===== src/rtl/fe_uop_cache_dm.sv =====
// fe_uop_cache_dm
// Front-end micro-op cache, direct mapped, with a 2-entry pass-through FIFO.
// Every decoded uop goes through the FIFO to the backend. When the cache is
// enabled, the uop is also written into the direct-mapped array at the index
// taken from its PC. Fetch lookups return a registered hit and payload one
// cycle after the request.
//
// Ports
//   clk, rst              clock; asynchronous active-high reset
//   en                    cache enable (0: no fills, no hits, no counting)
//   inv                   single-cycle invalidate of every entry
//   stat_clr              clear hit_cnt and miss_cnt
//   in_valid/in_ready     decoded-uop handshake (in_pc, in_uop)
//   out_valid/out_ready   backend handshake (out_uop = oldest FIFO entry)
//   lk_valid, lk_pc       lookup request, no backpressure
//   lk_rsp_valid, lk_hit, lk_uop   lookup response, one cycle later
//   hit_cnt, miss_cnt     saturating 16-bit lookup statistics
module fe_uop_cache_dm #(
    parameter int UOP_W = 64,
    parameter int PC_W  = 32,
    parameter int SETS  = 16
) (
    input  logic             clk,
    input  logic             rst,
    input  logic             en,
    input  logic             inv,
    input  logic             stat_clr,
    input  logic             in_valid,
    output logic             in_ready,
    input  logic [PC_W-1:0]  in_pc,
    input  logic [UOP_W-1:0] in_uop,
    output logic             out_valid,
    input  logic             out_ready,
    output logic [UOP_W-1:0] out_uop,
    input  logic             lk_valid,
    input  logic [PC_W-1:0]  lk_pc,
    output logic             lk_rsp_valid,
    output logic             lk_hit,
    output logic [UOP_W-1:0] lk_uop,
    output logic [15:0]      hit_cnt,
    output logic [15:0]      miss_cnt
);

    localparam int IDX_W = $clog2(SETS);
    localparam int TAG_W = PC_W - IDX_W;

    // FIFO state
    logic [UOP_W-1:0] fifo_q [2];
    logic [UOP_W-1:0] fifo_d [2];
    logic             wr_ptr_q, wr_ptr_d;
    logic             rd_ptr_q, rd_ptr_d;
    logic [1:0]       count_q, count_d;
    // Low during reset and high from the first edge after release, so that
    // in_ready stays low while rst is held.
    logic             ready_q, ready_d;

    // Cache array
    logic [SETS-1:0]  valid_q, valid_d;
    logic [TAG_W-1:0] tag_q [SETS];
    logic [TAG_W-1:0] tag_d [SETS];
    logic [UOP_W-1:0] uop_q [SETS];
    logic [UOP_W-1:0] uop_d [SETS];

    // Lookup response and statistics
    logic             lk_rsp_valid_q, lk_rsp_valid_d;
    logic             lk_hit_q, lk_hit_d;
    logic [UOP_W-1:0] lk_uop_q, lk_uop_d;
    logic [15:0]      hit_cnt_q, hit_cnt_d;
    logic [15:0]      miss_cnt_q, miss_cnt_d;

    logic             push_s, pop_s, fill_s, lk_match_s;
    logic [IDX_W-1:0] fill_idx_s, lk_idx_s;
    logic [TAG_W-1:0] fill_tag_s, lk_tag_s;

    assign in_ready     = ready_q & (count_q != 2'd2);
    assign out_valid    = (count_q != 2'd0);
    assign out_uop      = fifo_q[rd_ptr_q];
    assign lk_rsp_valid = lk_rsp_valid_q;
    assign lk_hit       = lk_hit_q;
    assign lk_uop       = lk_uop_q;
    assign hit_cnt      = hit_cnt_q;
    assign miss_cnt     = miss_cnt_q;

    assign push_s     = in_valid & in_ready;
    assign pop_s      = out_valid & out_ready;
    assign fill_s     = push_s & en & ~inv;
    assign fill_idx_s = in_pc[IDX_W-1:0];
    assign fill_tag_s = in_pc[PC_W-1:IDX_W];
    assign lk_idx_s   = lk_pc[IDX_W-1:0];
    assign lk_tag_s   = lk_pc[PC_W-1:IDX_W];
    // The match reads the pre-edge array, so a same-cycle fill is not seen.
    assign lk_match_s = en & ~inv & valid_q[lk_idx_s] & (tag_q[lk_idx_s] == lk_tag_s);

    // FIFO next-state: pointers, occupancy and storage
    always_comb begin
        fifo_d   = fifo_q;
        wr_ptr_d = wr_ptr_q;
        rd_ptr_d = rd_ptr_q;
        count_d  = count_q;
        ready_d  = 1'b1;
        if (push_s) begin
            fifo_d[wr_ptr_q] = in_uop;
            wr_ptr_d         = ~wr_ptr_q;
        end else begin
            wr_ptr_d = wr_ptr_q;
        end
        if (pop_s) begin
            rd_ptr_d = ~rd_ptr_q;
        end else begin
            rd_ptr_d = rd_ptr_q;
        end
        case ({push_s, pop_s})
            2'b10:   count_d = count_q + 2'd1;
            2'b01:   count_d = count_q - 2'd1;
            default: count_d = count_q;
        endcase
    end

    // Cache array next-state: invalidate beats fill
    always_comb begin
        valid_d = valid_q;
        tag_d   = tag_q;
        uop_d   = uop_q;
        if (inv) begin
            valid_d = '0;
        end else if (fill_s) begin
            valid_d[fill_idx_s] = 1'b1;
            tag_d[fill_idx_s]   = fill_tag_s;
            uop_d[fill_idx_s]   = in_uop;
        end else begin
            valid_d = valid_q;
        end
    end

    // Lookup response and saturating counters; stat_clr beats increments
    always_comb begin
        lk_rsp_valid_d = lk_valid;
        lk_hit_d       = lk_valid & lk_match_s;
        lk_uop_d       = lk_hit_d ? uop_q[lk_idx_s] : '0;
        hit_cnt_d      = hit_cnt_q;
        miss_cnt_d     = miss_cnt_q;
        if (stat_clr) begin
            hit_cnt_d  = 16'd0;
            miss_cnt_d = 16'd0;
        end else if (lk_valid & en) begin
            if (lk_match_s) begin
                hit_cnt_d = (hit_cnt_q == 16'hFFFF) ? hit_cnt_q : hit_cnt_q + 16'd1;
            end else begin
                miss_cnt_d = (miss_cnt_q == 16'hFFFF) ? miss_cnt_q : miss_cnt_q + 16'd1;
            end
        end else begin
            hit_cnt_d  = hit_cnt_q;
            miss_cnt_d = miss_cnt_q;
        end
    end

    // State registers
    always_ff @(posedge clk or posedge rst) begin
        if (rst) begin
            for (int i = 0; i < 2; i++) begin
                fifo_q[i] <= '0;
            end
            wr_ptr_q <= 1'b0;
            rd_ptr_q <= 1'b0;
            count_q  <= 2'd0;
            ready_q  <= 1'b0;
            valid_q  <= '0;
            for (int i = 0; i < SETS; i++) begin
                tag_q[i] <= '0;
                uop_q[i] <= '0;
            end
            lk_rsp_valid_q <= 1'b0;
            lk_hit_q       <= 1'b0;
            lk_uop_q       <= '0;
            hit_cnt_q      <= 16'd0;
            miss_cnt_q     <= 16'd0;
        end else begin
            fifo_q         <= fifo_d;
            wr_ptr_q       <= wr_ptr_d;
            rd_ptr_q       <= rd_ptr_d;
            count_q        <= count_d;
            ready_q        <= ready_d;
            valid_q        <= valid_d;
            tag_q          <= tag_d;
            uop_q          <= uop_d;
            lk_rsp_valid_q <= lk_rsp_valid_d;
            lk_hit_q       <= lk_hit_d;
            lk_uop_q       <= lk_uop_d;
            hit_cnt_q      <= hit_cnt_d;
            miss_cnt_q     <= miss_cnt_d;
        end
    end

endmodule


===== config.mk =====
export PLATFORM = sky130hd
export DESIGN_NAME = fe_uop_cache_dm
export DESIGN_NICKNAME = d
export VERILOG_FILES = /design/src/rtl/fe_uop_cache_dm.sv
export SDC_FILE = /design/constraint.sdc
export NUM_CORES = 2
export LEC_CHECK = 0
export ABC_AREA = 1
export ABC_CLOCK_PERIOD_IN_PS = 83500
export BUFFER_PORTS_ARGS = -buffer_cell sky130_fd_sc_hd__buf_2
export CAP_MARGIN = 20
export CORE_MARGIN = 3
export CORE_UTILIZATION = 60
export DETAILED_ROUTE_END_ITERATION = 10
export PLACE_DENSITY_LB_ADDON = 0.12
export SLEW_MARGIN = 25
export SYNTH_ARGS = -nofsm -noshare
export SYNTH_HDL_FRONTEND = slang
export SYNTH_SLANG_ARGS = --single-unit

===== constraint.sdc =====
create_clock -name clk -period 83.5 [get_ports clk]
set_input_delay 16.7 -clock clk [delete_from_list [all_inputs] [get_ports clk]]
set_output_delay 16.7 -clock clk [all_outputs]
set_load 0.005 [all_outputs]

==> key figures <==
STA
  • Max Clock Freq: 46.6 MHz
  • Final hold vios: 0
  • Slew headroom: 0.174
  • Post-layout min period: 21440 ps
  • RSZ-0062 raised after global routing: false
  • Clk_skew: around 33 ps
  • Tightest Pin Transition: 1240 ps
  • Max-slew violations: 0
  • Fin Setup TNS: 0 ps
  • Final worst path period share: 0.257
  • Setup violators final: 0

Synthesis
  • Seq/Total Area, Yosys: 0.562
  • Post-synth top area cell: dfrtp_1
  • Cell with the most instances after synthesis: nand2_1
  • Yosys top cell area share: 0.562
  • Synth Flop Type: dfrtp_1
  • Number of flops mapped to enable cells by yosys: 0
  • Synthesized instance count: 9230
  • Synth cell count leaders: 3029 x nand2_1, 1745 x o21ai_0, 1719 x dfrtp_1
  • Post-Synthesis Cell Area: 76500 sq um
  • Post-Syn Area per Cell: 8.29 sq um
  • Synth area leaders: dfrtp_1 56%, nand2_1 15%, o21ai_0 11%
  • Synth async-reset ratio: 1.00
  • Synth warn: 0
  • Register bit total from synthesis: 1719
  • Post-Syn Nets: 9369
  • Count of different cell masters after synthesis: 39

Routing
  • Drt wl/cell: 20.7 um
  • DRT iter0 DRCs: 7935
  • DR pass1 iterations: 8
  • Via Count: 65.5k
  • DRT Wirelength: ~220 mm
  • Remaining antenna violation count: 0
  • DRC viols: 0
  • DR vias/cell: 6.07

Pwr
  • Pleak: 39.1 nW
  • Power Internal: about 1.5 mW
  • Clk pwr share: 0.384
  • Pwr Density: 24.7 nW/um^2
  • Comb power frac: 0.135
  • Reg power frac: 0.481
  • Net Switching: 0.565 mW
  • Sw Share: 0.273
  • Max rail drop VDD: 0.0217 mV

CTS
  • Post-CTS sizing: 0
  • Root Driver: clkbuf_16
  • Clk pin slew, worst setup/hold paths: 60 ps
  • TritonCTS Buffers: about 180
  • CTS tree: built
  • Setup bufs post-CTS: 0
  • CTS H-tree lvls: 4
  • Hold buffers post-CTS: 0
  • Clock sinks: between 1.5k and 2k
  • Clock Tree Buf Depth: 3
  • Later-pin clock latency in the skew report: 810 ps

Die
  • Starting Density: 0.607
  • Die width: 363 um
  • Die area: around 130000 sq um
  • Die H: 363 um
  • Core ar.: between 100000 and 150000 sq um
  • Top Ports: 300
  • Cell Rows: 130

GRT
  • Largest net degree at the start of global routing: 271
  • Gr usage total: 0.339
  • GR Overflow Total: 0
  • Vias in the first global route: 62.5k
  • Initial antenna violation count: 2
  • First-pass GRT wire length: 354 mm

Critical path
  • Worst r2r path cells: 11
  • Crit path max fanout: 110
  • CP Class: primary input to register
  • WP data required: 84190 ps
  • R2r setup slk: 78620 ps
  • Largest stage delay, worst path: slightly above 900 ps
  • Most Frequent Cell on Critical Path: nand2_1
  • Crit path launch type: primary input
  • CP max stage cell: buf_4
  • CP endpoint kind: register
  • Arr. time, crit path: 22140 ps
  • Critical-path cell list: buf_8, buf_4, buf_4, nand2_1, nand3_1, nand3_1, nand3_1, nand2_1, nand2_1, nand2_1, nor2_1, nand2_1, nor2_1, nand2_1, nor2_4, nand2_4, buf_4, a211oi_1

Worst hold path
  • Hold Crit Depth: 2
  • Worst hold path type: register to register

Final layout
  • Share of cells above drive strength 1: 0.0755
  • Fillers: around 11k
  • Area Growth Syn to Fin: 9.65%
  • Post-Layout Cell Count: roughly 11k
  • Nets: 9149

Place
  • Detailed Place HPWL: 120 mm
  • Cells after DPL: ~10k
  • Final GP Congestion: 0.917
  • Port bufs: 299

Flow run
  • Max-Cap Viols: 0

Status
  • Status: finished, final reports clean
[critical path: cells and delay by family]
kind	cells	cell delay, ps
buffers and inverters	4	2830
AO/OA/AOI/OAI	1	310
AND/OR/NAND/NOR	13	2040
[kinds of logic (layout without fill, tap and decap cells)]
kind of cell	after synthesis	after routing	share of synthesized area
AOI/OAI and AO/OA	2626	2626	0.187
xor gates and xnor gates	5	5	0.000572
adders and majority gates	3	3	0.000491
buffers and inverters	1236	1153	0.0632
DFF	1719	1719	0.562
other	1	2	0.0000490
and+or+nand+nor	3640	3640	0.187
[worst paths after layout]
check,from,endpoint
setup / recovery,lk_pc[0],lk_uop[22]
hold / removal,tag_q[9],tag_q[9]
setup reg to reg,count_q[0],uop_q[298]
hold reg to reg,tag_q[9],tag_q[9]
max in group asynchronous,rst,miss_cnt[9]
min in group asynchronous,rst,fifo_q[61]
[metrics by stage]
stage | setup slack [ps] | area (sq um) | utilization | total power [mW] | hold WS [ps]
2_1_floorplan | 18280 | 76500 | - | 1.20 | 445
3_3_place_gp | 61440 | 77900 | 0.618 | 1.27 | 461
3_5_place_dp | 61360 | 77900 | 0.618 | 1.29 | 466
4_1_cts | 62240 | 83700 | 0.664 | 2.08 | 481
5_1_grt | 61610 | 83900 | 0.666 | 2.17 | 492
6_report | 62060 | 83900 | 0.666 | 2.07 | 481
[power groups by stage]
stage	combinational, mW	sequential [mW]	clock (mW)
after CTS	0.279	0.995	0.805
after global routing	0.321	1.01	0.839
after floorplan	0.198	0.998	0
final	0.279	0.996	0.795
after global placement	0.269	1.00	0
after detailed placement	0.277	1.01	0
[state kept, by name, indices dropped and copies added, names as in the netlist, 2 cells and up]
name,flops
lk_uop,64
fifo_q,128
hit_cnt,16
uop_q,1024
tag_q,448
valid_q,16
count_q,2
miss_cnt,16
[per-layer routing]
layer / GRT usage / vias up / routed length [um]
li1: - / 30000 / -
met1: 0.482 / 32000 / 94400
met2: 0.528 / 3102 / 101000
met3: 0.0585 / 467 / 20700
met4: 0.126 / 0 / 7570
met5: 0 / - / 0
[placed cells by master, fill, tap and decap left out, types with 4 or more instances in the layout]
master      synthesis  layout
a211oi_1           15      15
a21oi_1           532     531
a221oi_1          235     235
a31oi_1            13      13
a32oi_1             4       4
buf_12              0      10
buf_16              0       5
buf_2              50     295
buf_4              17      66
buf_6               9       6
bufinv_16           0      12
clkbuf_1          667      44
clkbuf_16           0     178
clkbuf_8            0      38
clkinv_2            0      24
clkinv_8            0       5
clkinvlp_4          0       5
dfrtp_1          1719    1718
inv_1             450     448
inv_6               0       8
nand2_1          3029    3013
nand2_4             0      15
nand3_1           385     385
nand4_1            24      24
nor2_1            158     156
nor3_1             31      29
o211ai_1            8       8
o21a_1             64      64
o21ai_0          1745    1745
o21ai_1             5       5
or2_2               5       5
[layout make-up]
| class | instances | area, sq um | area share |
|---|---|---|---|
| sequential | 1719 | 43000 | 0.513 |
| multi-input combinational | 6275 | 28800 | 0.344 |
| inverter | 454 | 1750 | 0.0208 |
| antenna | 1 | 2.50 | 0.0000298 |
| clock inverter | 55 | 689 | 0.00822 |
| clock buffer | 259 | 5130 | 0.0611 |
| tap | 1650 | 2060 | 0.0246 |
| timing repair buffer | 385 | 2420 | 0.0289 |
Note: power is estimated with default switching activity, not from simulation.
